==> config.mk <==
export PLATFORM = sky130hd
export DESIGN_NAME = seg7_scan_ctrl_flat
export DESIGN_NICKNAME = d
export VERILOG_FILES = /design/src/rtl/seg7_pkg.sv /design/src/rtl/seg7_scan_ctrl_if.sv /design/src/rtl/seg7_decode.sv /design/src/rtl/seg7_scan_ctrl.sv /design/src/flat_wrapper.sv
export SDC_FILE = /design/constraint.sdc
export NUM_CORES = 1
export LEC_CHECK = 0
export BUFFER_PORTS_ARGS = -buffer_cell sky130_fd_sc_hd__buf_2
export CORE_ASPECT_RATIO = 0.7
export CORE_MARGIN = 1
export CORE_UTILIZATION = 57
export CTS_CLUSTER_DIAMETER = 40
export DETAILED_ROUTE_END_ITERATION = 8
export GPL_ROUTABILITY_DRIVEN = 0
export PLACE_DENSITY = 0.8
export SLEW_MARGIN = 10
export SYNTH_ARGS = -nofsm -noshare
export SYNTH_HDL_FRONTEND = slang
export SYNTH_HIERARCHICAL = 1
export SYNTH_SLANG_ARGS = --single-unit
==> constraint.sdc <==
create_clock -name clk -period 2.8 [get_ports clk]
set_clock_uncertainty 0.1 [all_clocks]
set_input_delay 0.56 -clock clk [delete_from_list [all_inputs] [get_ports clk]]
set_output_delay 0.56 -clock clk [all_outputs]
set_load 0.05 [all_outputs]
==> src/rtl/seg7_pkg.sv <==
// Shared types, widths and the hex-to-segment table for the 4-digit scan controller.
package seg7_pkg;

  localparam int unsigned NUM_DIGITS = 4;
  localparam int unsigned DIG_W      = $clog2(NUM_DIGITS);
  localparam int unsigned VAL_W      = 4;
  localparam int unsigned SEG_W      = 7;

  typedef enum logic {
    ST_SCAN = 1'b0,
    ST_GAP  = 1'b1
  } state_e;

  typedef struct packed {
    logic             blank;
    logic [VAL_W-1:0] val;
  } digit_t;

  localparam digit_t DIGIT_RST = '{blank: 1'b1, val: '0};

  // Active-high codes, segment a on bit0 through g on bit6.
  function automatic logic [SEG_W-1:0] hex2seg(input logic [VAL_W-1:0] nib);
    logic [SEG_W-1:0] code;
    code = '0;
    case (nib)
      4'h0: code = 7'h3F;
      4'h1: code = 7'h06;
      4'h2: code = 7'h5B;
      4'h3: code = 7'h4F;
      4'h4: code = 7'h66;
      4'h5: code = 7'h6D;
      4'h6: code = 7'h7D;
      4'h7: code = 7'h07;
      4'h8: code = 7'h7F;
      4'h9: code = 7'h6F;
      4'hA: code = 7'h77;
      4'hB: code = 7'h7C;
      4'hC: code = 7'h39;
      4'hD: code = 7'h5E;
      4'hE: code = 7'h79;
      default: code = 7'h71;
    endcase
    return code;
  endfunction

endpackage

==> src/rtl/seg7_scan_ctrl_if.sv <==
// Register-side write/commit bus and display pin bundle of the scan controller.
interface seg7_scan_ctrl_if
  import seg7_pkg::*;
  ();

  logic                  wr_en;
  logic [DIG_W-1:0]      wr_addr;
  digit_t                wr_data;
  logic                  commit;
  logic [NUM_DIGITS-1:0] enable;
  logic [SEG_W-1:0]      segment;
  logic [NUM_DIGITS-1:0] indicator;
  logic                  commit_ack;
  logic                  frame_tick;

  modport master (
    output wr_en, wr_addr, wr_data, commit, enable,
    input  segment, indicator, commit_ack, frame_tick
  );

  modport slave (
    input  wr_en, wr_addr, wr_data, commit, enable,
    output segment, indicator, commit_ack, frame_tick
  );

endinterface

==> src/rtl/seg7_decode.sv <==
// Combinational nibble to active-high 7-segment code.
module seg7_decode
  import seg7_pkg::*;
(
  input  logic [VAL_W-1:0] nib,
  output logic [SEG_W-1:0] code_c
);

  assign code_c = hex2seg(nib);

endmodule

==> src/rtl/seg7_scan_ctrl.sv <==
// Time-multiplexed 4-digit 7-segment driver with double-buffered digit registers
// and blanking gaps between digit slots.
module seg7_scan_ctrl
  import seg7_pkg::*;
#(
  parameter int unsigned DWELL          = 5000,
  parameter int unsigned BLANK          = 50,
  parameter bit          SEG_ACTIVE_LOW = 1'b1,
  parameter bit          DIG_ACTIVE_LOW = 1'b1
) (
  input  logic            clk,
  input  logic            reset_n,
  seg7_scan_ctrl_if.slave bus
);

  localparam int unsigned CNT_MAX = (DWELL > BLANK) ? DWELL : BLANK;
  localparam int unsigned CNT_W   = (CNT_MAX > 1) ? $clog2(CNT_MAX) : 1;

  localparam logic [CNT_W-1:0]      DWELL_LAST = CNT_W'(DWELL - 1);
  localparam logic [CNT_W-1:0]      BLANK_LAST = CNT_W'(BLANK - 1);
  localparam logic [DIG_W-1:0]      LAST_DIGIT = DIG_W'(NUM_DIGITS - 1);
  localparam logic [SEG_W-1:0]      SEG_OFF    = SEG_ACTIVE_LOW ? '1 : '0;
  localparam logic [NUM_DIGITS-1:0] DIG_OFF    = DIG_ACTIVE_LOW ? '1 : '0;

  state_e                state_q, state_d;
  logic [DIG_W-1:0]      k_q, k_d;
  logic [CNT_W-1:0]      cnt_q, cnt_d;
  logic                  pending_q;
  digit_t                shadow_q [NUM_DIGITS];
  digit_t                active_q [NUM_DIGITS];
  logic [SEG_W-1:0]      segment_q;
  logic [NUM_DIGITS-1:0] indicator_q;
  logic                  commit_ack_q;
  logic                  frame_tick_q;

  logic                  frame_end_c;
  logic                  copy_c;
  logic                  lit_c;
  digit_t                cur_c;
  logic [SEG_W-1:0]      code_c;
  logic [SEG_W-1:0]      segment_d;
  logic [NUM_DIGITS-1:0] indicator_d;

  // Slot sequencer: SCAN(k) for DWELL cycles, then GAP(k) for BLANK cycles.
  always_comb begin
    state_d     = state_q;
    k_d         = k_q;
    cnt_d       = cnt_q + CNT_W'(1);
    frame_end_c = 1'b0;
    case (state_q)
      ST_SCAN: begin
        if (cnt_q == DWELL_LAST) begin
          state_d = ST_GAP;
          cnt_d   = '0;
        end
      end
      ST_GAP: begin
        if (cnt_q == BLANK_LAST) begin
          state_d     = ST_SCAN;
          cnt_d       = '0;
          k_d         = k_q + DIG_W'(1);
          frame_end_c = (k_q == LAST_DIGIT);
        end
      end
      default: begin
        state_d = ST_GAP;
        cnt_d   = '0;
      end
    endcase
  end

  assign copy_c = frame_end_c && (pending_q || bus.commit);

  assign cur_c = active_q[k_q];

  seg7_decode u_decode (
    .nib    (cur_c.val),
    .code_c (code_c)
  );

  // Output levels for the current slot; enable is sampled live.
  always_comb begin
    lit_c       = (state_q == ST_SCAN) && bus.enable[k_q] && !cur_c.blank;
    segment_d   = SEG_OFF;
    indicator_d = DIG_OFF;
    if (lit_c) begin
      segment_d   = code_c ^ SEG_OFF;
      indicator_d = (NUM_DIGITS'(1) << k_q) ^ DIG_OFF;
    end
  end

  always_ff @(posedge clk or negedge reset_n) begin
    if (!reset_n) begin
      state_q      <= ST_GAP;
      k_q          <= LAST_DIGIT;
      cnt_q        <= '0;
      pending_q    <= 1'b0;
      segment_q    <= SEG_OFF;
      indicator_q  <= DIG_OFF;
      commit_ack_q <= 1'b0;
      frame_tick_q <= 1'b0;
      for (int i = 0; i < NUM_DIGITS; i++) begin
        shadow_q[i] <= DIGIT_RST;
        active_q[i] <= DIGIT_RST;
      end
    end else begin
      state_q      <= state_d;
      k_q          <= k_d;
      cnt_q        <= cnt_d;
      segment_q    <= segment_d;
      indicator_q  <= indicator_d;
      frame_tick_q <= frame_end_c;
      commit_ack_q <= copy_c;
      // Copy reads the pre-edge shadow, so a coincident write waits for the next commit.
      if (copy_c) begin
        active_q  <= shadow_q;
        pending_q <= 1'b0;
      end else if (bus.commit) begin
        pending_q <= 1'b1;
      end
      if (bus.wr_en) begin
        shadow_q[bus.wr_addr] <= bus.wr_data;
      end
    end
  end

  assign bus.segment    = segment_q;
  assign bus.indicator  = indicator_q;
  assign bus.commit_ack = commit_ack_q;
  assign bus.frame_tick = frame_tick_q;

endmodule

==> src/flat_wrapper.sv <==
// flat-port wrapper written by rule: the top's interface ports become plain ports
module seg7_scan_ctrl_flat import seg7_pkg::*;
#(
  parameter int unsigned DWELL          = 5000,
  parameter int unsigned BLANK          = 50,
  parameter bit          SEG_ACTIVE_LOW = 1'b1,
  parameter bit          DIG_ACTIVE_LOW = 1'b1
)
  (clk, reset_n, bus_wr_en, bus_wr_addr, bus_wr_data, bus_commit, bus_enable, bus_segment, bus_indicator, bus_commit_ack, bus_frame_tick);
  seg7_scan_ctrl_if bus_i ();
  input  logic clk;
  input  logic reset_n;
  input wire logic [$bits(bus_i.wr_en)-1:0] bus_wr_en;
  input wire logic [$bits(bus_i.wr_addr)-1:0] bus_wr_addr;
  input wire logic [$bits(bus_i.wr_data)-1:0] bus_wr_data;
  input wire logic [$bits(bus_i.commit)-1:0] bus_commit;
  input wire logic [$bits(bus_i.enable)-1:0] bus_enable;
  output wire logic [$bits(bus_i.segment)-1:0] bus_segment;
  output wire logic [$bits(bus_i.indicator)-1:0] bus_indicator;
  output wire logic [$bits(bus_i.commit_ack)-1:0] bus_commit_ack;
  output wire logic [$bits(bus_i.frame_tick)-1:0] bus_frame_tick;
  assign bus_i.wr_en = bus_wr_en;
  assign bus_i.wr_addr = bus_wr_addr;
  assign bus_i.wr_data = bus_wr_data;
  assign bus_i.commit = bus_commit;
  assign bus_i.enable = bus_enable;
  assign bus_segment = bus_i.segment;
  assign bus_indicator = bus_i.indicator;
  assign bus_commit_ack = bus_i.commit_ack;
  assign bus_frame_tick = bus_i.frame_tick;
  seg7_scan_ctrl #(.DWELL(DWELL), .BLANK(BLANK), .SEG_ACTIVE_LOW(SEG_ACTIVE_LOW), .DIG_ACTIVE_LOW(DIG_ACTIVE_LOW)) u_core (.clk(clk), .reset_n(reset_n), .bus(bus_i));
endmodule
# ---- After elaboration in Yosys (flattened, before gate mapping)
# Memories as Yosys holds them, arrays and structs flattened.
# Cells that the tools add are included.
dict set report totals {
  word_cells 68
  memories 1
  inputBits 15
  out_inout_bits 13
  ff_bits 70
  romBits 112
}
# name depth width read_ports rd_clocked_by_memory_dff wr line_no
set memory_table {}
lappend memory_table {{(no name shown)} 16 7 1 0 0 seg7_pkg.sv:25} ;# case (nib)
dict set report classes {
  bitwise_logic 5
  reduce_logical 8
  magnitude_cmp 4
  muxes 20
  n_eq_ne 3
  n_shift 1
  add_sub_neg 2
}
# operator n
set op_table {}
lappend op_table {{two-way mux 13 bit} 2}
lappend op_table {{one-hot mux 13 bit (2 select lines)} 1}
lappend op_table {{bitwise mux 20 bit} 1}
lappend op_table {{two-way mux 5 bit} 3}
lappend op_table {{adder 13 x 1 -> 13 bit (second input constant)} 1}
lappend op_table {{equality test 13 bit (second input constant)} 1}
lappend op_table {{equality test 13 x 6 -> 1 bit (second input constant)} 1}
lappend op_table {{binary-select mux 5 bit (select 2 bit)} 1}
lappend op_table {{demux 5 bit (select 2 bit)} 1}
lappend op_table {{two-way mux 1 bit} 7}
lappend op_table {{two-way mux 7 bit} 1}
lappend op_table {{NOT 7 bit} 1}
lappend op_table {{>= comparator 3 bit (second input constant)} 2}
lappend op_table {{NOT 2 -> 3 bit} 2}
lappend op_table {{logical AND 1 bit} 4}
lappend op_table {{two-way mux 4 bit} 1}
lappend op_table {{NOT 4 bit} 1}
lappend op_table {{left shift 1 x 2 -> 4 bit (first input constant)} 1}
lappend op_table {{< comparator 2 x 3 -> 1 bit (second input constant)} 1}
lappend op_table {{< comparator 3 x 1 -> 1 bit (second input constant)} 1}
lappend op_table {{adder 2 x 1 -> 2 bit (second input constant)} 1}
lappend op_table {{binary-select mux 1 bit (select 2 bit)} 1}
lappend op_table {{equality test 2 bit (second input constant)} 1}
lappend op_table {{one-hot mux 1 bit (2 select lines)} 1}
lappend op_table {{5 further kinds} 5}

# ---- Logic depth before layout (Yosys ltp)
# Gate-level depths: netlist (run 1).
dict set report depth {
  ltp_word 7
  ltp_mapped 7
  mapped_depth_nobuf 6
}

# ---- By module
# The synthesis (run 1) kept the hierarchy.
# mod cells_each instances seq_area_each_um2 area_per_inst_um2
set modules_own_cells {}
lappend modules_own_cells {seg7_scan_ctrl 210 1 1779.2 3059.2}
lappend modules_own_cells {seg7_decode 33 1 0.0 287.8}

# ---- Worst setup path after synthesis (run 1)
# No wires, ideal clock.
dict set report synth_path {
  path_kind {flip-flop to flip-flop}
  from {reg u_core.k_q[0]}
  to {reg u_core.segment_q[3] (netlist: u_core/bus.segment[3])}
  required_ns 2.637
  path_stages_with_launch 7
  setup_slack_ns 0.443
  arrival_ns 2.194
  synth_period_minus_slack_ns 2.357
  setup_ns 0.063
  path_buffers 1
  cell_sequence {dfstp_2 buf_2 mux4_2 inv_1 ha_1 mux4_2 nand2_1}
}
# item line_no
set synth_lines {}
lappend synth_lines {{start, declared} seg7_scan_ctrl.sv:26} ;# logic [DIG_W-1:0] k_q, k_d;
lappend synth_lines {{start signal, assigned} seg7_scan_ctrl.sv:108} ;# k_q <= k_d;
lappend synth_lines {{end signal, assigned} seg7_scan_ctrl.sv:110} ;# segment_q <= segment_d;
lappend synth_lines {{end, declared} seg7_scan_ctrl.sv:31} ;# logic [SEG_W-1:0] segment_q;

==> out/summary.txt, run 1 <==
Placed cells = 339
Crit path time final = 2.50 ns
Status = complete, no violations
Layout Cells excl Fill = 355
Yosys top cell area share = 0.359
HPWL after DPL = 3970 um
Total CTS buffers = 9
Syn nets = 271
Int Pwr = 1510 uW
Worst EP arrival = 2.69 ns
Seq/Total Area, Yosys = 0.532
Via Count = 1926
Net Sw Power = 468 uW
Power Density = 532 nW/um^2
Sw Share = 0.236
Wire per inst = 15.9 um
First drt pass iteration count = 4
I/O pin total = 28
Clk sinks = 70
Ys async rst share = 1.00
Final WL = 5630 um
Max stage delay on crit path = 0.71 ns
Die ar. = 6190 um^2
Cts repair resizes = 0
Yosys top cell by area = dfrtp_1
Crit path capture type = flip-flop
Top-count cell post-synth = dfrtp_1
TritonCTS clock tree = done
Clock power frac = 0.370
Ys flop type = dfrtp_1
Unrepaired setup endpoints after global routing = no
H-tree levels = 3
Max-slew violation count = 0
WP data required = 2.99 ns
Crit path launch type = flip-flop
Crit path max-delay cell type = dfstp_2
Synth area leaders = dfrtp_1 36%, dfstp_2 17%, mux2_4 8.5%
Max Root-Sink Buffers = 2
Initial Utilization = 0.614
CP Cell Sequence = mux4_2 > inv_1 > ha_1 > inv_1 > mux4_2 > nand2_1
Area growth syn-to-layout = 11.3%
# nets final = 306
Hold Path Class = primary input to asynchronous set/reset pin
Hold-fix buffer count after cts = 0
Post-CTS Setup Bufs = 0
Clock Latency Late Sink = 0.34 ns
FMAX = 400 MHz
Final Setup Violations = 0
Sequential share of power = 0.562
Largest net degree at the start of global routing = 71
Initial DRC count = 113
Slew @ Worst Pin = 0.384 ns
Distinct cells, synth = 40
Yosys reg bits = 70
Post-DRT Antenna Nets = 0
Combinational power share = 0.068
Initial antenna violation count = 0
Worst rel slew slack = 0.744
Via density = 5.43
N_diodes = 0
Commonest cells in the netlist = 48 x dfrtp_1, 25 x mux2_2, 22 x dfstp_2, 19 x mux2_4
Number of max-cap violations = 0
Cell Area, Synth = 3350 um^2
Final Hold Viols = 0
CP Buf/Inv Count = 2
Design Power = 1980 uW
Placed cell areas = 3540 um^2
DRC viols = 0
Gr usage total = 0.216
Tcrit/Tclk final = 0.893
Worst vdd ir = 0.420 mV
Ys Warns = 6
Finished layout cell area = 3720 um^2
Setup TNS = 0 ns
Layout cells sized above 1 = 0.452
Clock-pin slew on the worst setup and hold paths = 0.07 ns
Chip height = 66.1 um
Die width = 93.6 um
Worst path top cell family by delay = multiplexers
Syn Inst Count = 243
Syn_area_per_cell = 13.8 um^2
Core Rows = 22
Core ar. = 5450 um^2
Setup CP Type = flip-flop to flip-flop
Post-synth EDFFs = 0
Number of global-route vias before repair = 1873
Leak Pwr = 0.00164 uW
Critical path peak fanout = 12
Grt total ovfl = 0
Root buf cell = clkbuf_8
First-pass GRT wire length = 9600 um
Input/output buffers = 27
## metal layers
metal  global-route usage  vias up  wire [um]
li1                     -      918          -
met3               0.0770        5        251
met2                0.298       41       2410
met4               0.0692        0         51
met1                0.318      962       2920
met5                    0        -          0
## cell type report
| type | instances | area [um^2] |
|---|---|---|
| multi-input combinational | 151 | 1430 |
| inverter | 14 | 52.6 |
| sequential | 70 | 1780 |
| timing repair buffer | 32 | 185 |
| fill | 401 | 1730 |
| tap | 72 | 90.1 |
| clock inverter | 5 | 33.8 |
| clock buffer | 11 | 151 |
## metrics by stage
step,utilization,hold WS (ns),worst slack [ns]
after floorplan,-,0.164,0.443
after global placement,0.649,0.385,0.412
after detailed placement,0.649,0.388,0.335
after CTS,0.683,0.138,0.296
after global routing,0.683,0.143,0.166
final,0.683,0.115,0.300
## layout by cell type (no fill, tap or decap), drive strengths merged, types with 2 or more instances in the layout
cell and count:
a22oi 2, and4 2, buf 32, clkbuf 11, clkinv 3, clkinvlp 2, dfrtp 48, dfstp 22
ha 13, inv 14, mux2 45, mux2i 2, mux4 5, nand2 16, nand3 8, nand3b 2
nand4 5, nor2 16, nor2b 3, nor3 4, nor3b 3, nor4 3, o21ai 2, xnor2 7
xor2 5
## power by group through the flow
stage | registers [uW] | logic [uW] | clock network, uW
after floorplan | 1140 | 63.9 | 0
after global placement | 1130 | 131 | 0
after detailed placement | 1130 | 137 | 0
after CTS | 1120 | 138 | 753
after global routing | 1120 | 148 | 811
final | 1110 | 135 | 733
## cells by family (layout without fill, tap and decap cells)
logic type,after synthesis,after routing,share of synthesized area
xor gates and xnor gates,12,12,0.0314
muxes,52,52,0.212
and+or+nand+nor,63,63,0.112
buffers and inverters,22,62,0.0404
AOI/OAI and AO/OA,11,11,0.0239
DFF,70,70,0.532
adders and majority gates,13,13,0.0486
## registers in the layout, indices dropped and copies added (netlist names)
signal and count:
u_core/state_q 1, u_core/pending_q 1, u_core/bus.commit_ack 1, u_core/shadow_q 20, u_core/k_q 2, u_core/active_q 20, u_core/bus.indicator 4, u_core/bus.segment 7
u_core/bus.frame_tick 1, u_core/cnt_q 13
## final timing paths
path	startpoint	end	slack, ns	depth (start not counted)
hold / removal	reset_n	u_core/cnt_q[11]	0.12	2
hold reg to reg	u_core/shadow_q[8]	u_core/active_q[8]	0.40	1
setup reg to reg	u_core/k_q[0]	u_core/bus.segment[3]	0.30	6
setup / recovery	u_core/k_q[0]	u_core/bus.segment[3]	0.30	6
min in group clk	bus_wr_data[2]	u_core/shadow_q[2]	0.39	2
max in group asynchronous	reset_n	u_core/shadow_q[14]	2.13	2
(Power assumes the default switching activity.)
==> run 2: changes to the inputs <==
- SETUP_SLACK_MARGIN: unset -> 0.5
==> out/summary.txt, run 2 (synthesized netlist as in run 1, its figures left out) <==
Status = complete, no violations
Largest net degree at the start of global routing = 42
Initial DRC count = 123
Clock Latency Late Sink = 0.35 ns
Total CTS buffers = 9
Worst EP arrival = 2.41 ns
# nets final = 309
Root buf cell = clkbuf_8
TritonCTS clock tree = done
Core ar. = 5450 um^2
Reg2Reg Launch Point = u_core/k_q[0]
Area growth syn-to-layout = 11.9%
Crit path capture type = flip-flop
Register-to-Register Setup Slack = 0.56 ns
Initial Utilization = 0.614
Core Rows = 22
Most frequent cells in the layout = 48 x dfrtp_1, 27 x buf_2, 25 x mux2_2
Hold-fix buffer count after cts = 0
Critical path peak fanout = 11
Slew @ Worst Pin = 0.711 ns
First-pass GRT wire length = 10100 um
Number of global-route vias before repair = 1970
Final Setup Violations = 0
N_diodes = 0
Crit. Startpoint = u_core/k_q[0]
Crit path launch type = flip-flop
Input/output buffers = 27
Initial antenna violation count = 0
H-tree levels = 3
Final Hold Viols = 0
I/O pin total = 28
Tcrit/Tclk final = 0.798
Chip height = 66.1 um
Post-DRT Antenna Nets = 0
Hold Path Class = primary input to asynchronous set/reset pin
Leak Pwr = 0.00165 uW
Layout Cells excl Fill = 358
Grt total ovfl = 0
Die ar. = 6190 um^2
Design Power = 1960 uW
Final WL = 5940 um
Setup TNS = 0 ns
Layout cells sized above 1 = 0.469
Number of max-cap violations = 0
Clock-pin slew on the worst setup and hold paths = 0.07 ns
Placed cells = 339
Biggest regs = u_core/active_q: 20 flops, u_core/shadow_q: 20 flops, u_core/cnt_q: 13 flops
Crit path time final = 2.24 ns
WP data required = 2.97 ns
Max-slew violation count = 0
Unrepaired setup endpoints after global routing = yes
Max Root-Sink Buffers = 2
Worst vdd ir = 0.347 mV
Power Density = 524 nW/um^2
DRC viols = 0
Via density = 5.38
Post-Place Worst Slack = 0.341 ns
Hold_ws = 0.164 ns
Setup CP Type = flip-flop to flip-flop
HPWL after DPL = 4170 um
First drt pass iteration count = 4
Die width = 93.6 um
FMAX = 447 MHz
Via Count = 1927
Wire per inst = 16.6 um
Clk sinks = 70
Worst rel slew slack = 0.526
Most common cell after layout, fill and taps aside = dfrtp_1
Gr usage total = 0.229
Final worst slack = 0.565 ns
==> run 2: repair_timing <==
action,in CTS,in global routing
setup buffers,2,1
gates cloned,0,0
setup endpoints to repair,4,20
resized for setup,1,3
==> run 2: report_power, final <==
group          internal [uW]  total (uW)  leakage, uW  switching [uW]
Clock                    340         714    0.0000841             374
Combinational           63.4         133     0.000714            69.4
Sequential              1080        1120     0.000847            32.8
==> run 2: final timing paths <==
| check | endpoint | depth (start not counted) |
|---|---|---|
| min in group clk | u_core/pending_q | 3 |
| min | u_core/cnt_q[11] | 1 |
| max | u_core/bus.segment[6] | 5 |
| max in group asynchronous | u_core/k_q[0] | 2 |
| min reg2reg | u_core/pending_q | 2 |
| max reg2reg | u_core/bus.segment[6] | 5 |
==> run 2: critical path, stage by stage, from the launching register on <==
cell and delay, ns:
dfstp_2 0.58, buf_4 0.19, mux4_2 0.66, mux2_1 0.37
a22oi_1 0.18, nand2_1 0.08
==> run 2: through the flow <==
stage               instance area [um^2]   util
finish                              3740  0.687
global route                        3740  0.687
CTS                                 3730  0.685
detailed placement                  3540  0.649
global placement                    3540  0.649
floorplan                           3350      -
==> run 2: routing by layer <==
metal | GRT usage | wire [um] | vias to the layer above
met3 | 0.0816 | 283 | 11
met1 | 0.323 | 3060 | 952
li1 | - | - | 923
met4 | 0.0673 | 78 | 0
met2 | 0.335 | 2520 | 41
met5 | 0 | 0 | -
==> run 2: cell type report <==
class / count / area (um^2)
repair buffers: 35 / 211
multi-input cells: 151 / 1440
fillers: 381 / 1710
clock inverters: 6 / 37.5
clock buffers: 10 / 138
flip-flops and latches: 70 / 1780
inverters: 14 / 52.6
well taps: 72 / 90.1
==> run 3: changes to the inputs <==
- CORE_UTILIZATION: 57 -> 53
- PLACE_DENSITY: 0.8 -> 0.78
- clock period: 2.8 -> 1.86 ns (I/O delays scaled with it)
==> out/summary.txt, run 3 (synthesized netlist as in run 1, its figures left out) <==
Status = finished with violations
Initial Utilization = 0.567
Power Density = 759 nW/um^2
Post-DRT Antenna Nets = 0
Die ar. = 6640 um^2
Critical path peak fanout = 3
Largest net degree at the start of global routing = 59
Worst rel slew slack = 0.772
Slew @ Worst Pin = 0.340 ns
Most frequent cells in the layout = 48 x dfrtp_1, 36 x buf_4, 23 x mux2_2
Via density = 5.61
Design Power = 3600 uW
Hold Path Class = primary input to flip-flop
Reg2Reg Launch Point = u_core/k_q[0]
Via Count = 2284
Clock Latency Late Sink = 0.35 ns
Final worst slack = -0.284 ns
Max Root-Sink Buffers = 2
Worst Reg-to-Reg Cells = 5
Die width = 97.0 um
DRC viols = 0
Final Hold Viols = 0
CP Cell Sequence = mux4_2 > inv_4 > ha_4 > mux4_2 > nand2_1
Most common cell after layout, fill and taps aside = dfrtp_1
Layout Cells excl Fill = 407
Leak Pwr = 0.00206 uW
Crit path to = u_core/bus.segment[3]
Worst vdd ir = 0.563 mV
Max stage delay on crit path = 0.58 ns
I/O pin total = 28
First-pass GRT wire length = 11300 um
# nets final = 355
Core ar. = 5900 um^2
Area growth syn-to-layout = 41.6%
Final Setup Violations = 27
Setup TNS = -6.16 ns
Finished layout cell area = 4740 um^2
Crit path launch type = flip-flop
Number of max-cap violations = 0
Unrepaired setup endpoints after global routing = yes
# fillers = 309
Failing checks = negative setup slack
Initial antenna violation count = 0
Final WL = 8390 um
HPWL after DPL = 4610 um
H-tree levels = 3
TritonCTS clock tree = done
Input/output buffers = 27
Register-to-Register Setup Slack = -0.28 ns
Number of global-route vias before repair = 2176
Most used cell, CP = mux4_2
Clock-pin slew on the worst setup and hold paths = 0.08 ns
First drt pass iteration count = 4
Clk sinks = 70
Setup CP Type = flip-flop to flip-flop
Worst EP arrival = 2.34 ns
Placed cells = 379
FMAX = 466 MHz
RR Endpoint = u_core/bus.segment[3]
Crit path time final = 2.14 ns
Wire per inst = 20.6 um
CP Buf/Inv Count = 1
CP Depth = 5
Max-slew violation count = 0
Biggest regs = u_core/active_q: 20 flops, u_core/shadow_q: 20 flops, u_core/cnt_q: 13 flops
Grt total ovfl = 0
N_diodes = 0
Worst path top cell family by delay = multiplexers
Crit path capture type = flip-flop
Chip height = 68.5 um
Total CTS buffers = 9
Placed cell areas = 3880 um^2
WP data required = 2.05 ns
Tcrit/Tclk final = 1.15
Crit. Startpoint = u_core/k_q[0]
Root buf cell = clkbuf_8
Crit path max-delay cell type = mux4_2
Core Rows = 23
Gr usage total = 0.234
Layout cells sized above 1 = 0.657
Post-Place Worst Slack = -0.272 ns
Initial DRC count = 142
[run 3: changes by cell type in the layout (fill, tap and decap cells not counted), moves of 4 or more]
cell       before  now
buf_2          27   14
buf_4           6   36
buf_6           1   12
buf_8           0   11
bufinv_16       0    4
ha_1           12    5
ha_4            0    5
nand3_1         8    4
nor2_1         16    1
nor2_4          0   13
[run 3: layout make-up]
type	count	area [um^2]	area share
flip-flops and latches	70	1780	0.375
clock inverters	5	129	0.0272
well taps	75	93.8	0.0198
clock buffers	11	151	0.0319
inverters	14	57.6	0.0121
multi-input cells	152	1750	0.369
repair buffers	80	781	0.165
[run 3: how the worst min path moves through the flow]
stage	from	end	slack (ns)	cells after the start
3_5_place_dp	reset_n	u_core/bus.frame_tick	0.17	1
3_3_place_gp	reset_n	u_core/bus.frame_tick	0.17	1
2_1_floorplan	reset_n	u_core/active_q[0]	-0.02	0
6_report	bus_wr_data[2]	u_core/shadow_q[17]	0.20	2
5_1_grt	bus_wr_data[2]	u_core/shadow_q[12]	0.18	2
4_1_cts	bus_wr_data[2]	u_core/shadow_q[12]	0.18	2
[run 3: timing repair]
action | in CTS | in global routing
endpoints found under the setup margin | 62 | 63
endpoints found under the hold margin | 1 | 0
pin swaps | 5 | 7
setup buffers | 4 | 4
resized for setup | 58 | 46
cloned | 1 | 2
hold buffers | 1 | 0
[run 3: through the flow]
| stage | hold WS [ns] | util |
|---|---|---|
| after floorplan | -0.0236 | - |
| after global placement | 0.174 | 0.657 |
| after detailed placement | 0.174 | 0.657 |
| after CTS | 0.185 | 0.757 |
| after global routing | 0.184 | 0.804 |
| final | 0.197 | 0.804 |
[run 3: power breakdown]
group          internal [uW]  leakage (uW)  switching (uW)
clock                   1100      0.000140             588
combinational            115       0.00107             112
sequential              1630      0.000847            52.2
[run 3: layer usage]
metal	part of all wire	vias up	global-route usage
li1	-	1018	-
met5	0	-	0
met3	0.041	11	0.0715
met1	0.46	1185	0.315
met4	0.014	0	0.0653
met2	0.49	70	0.374
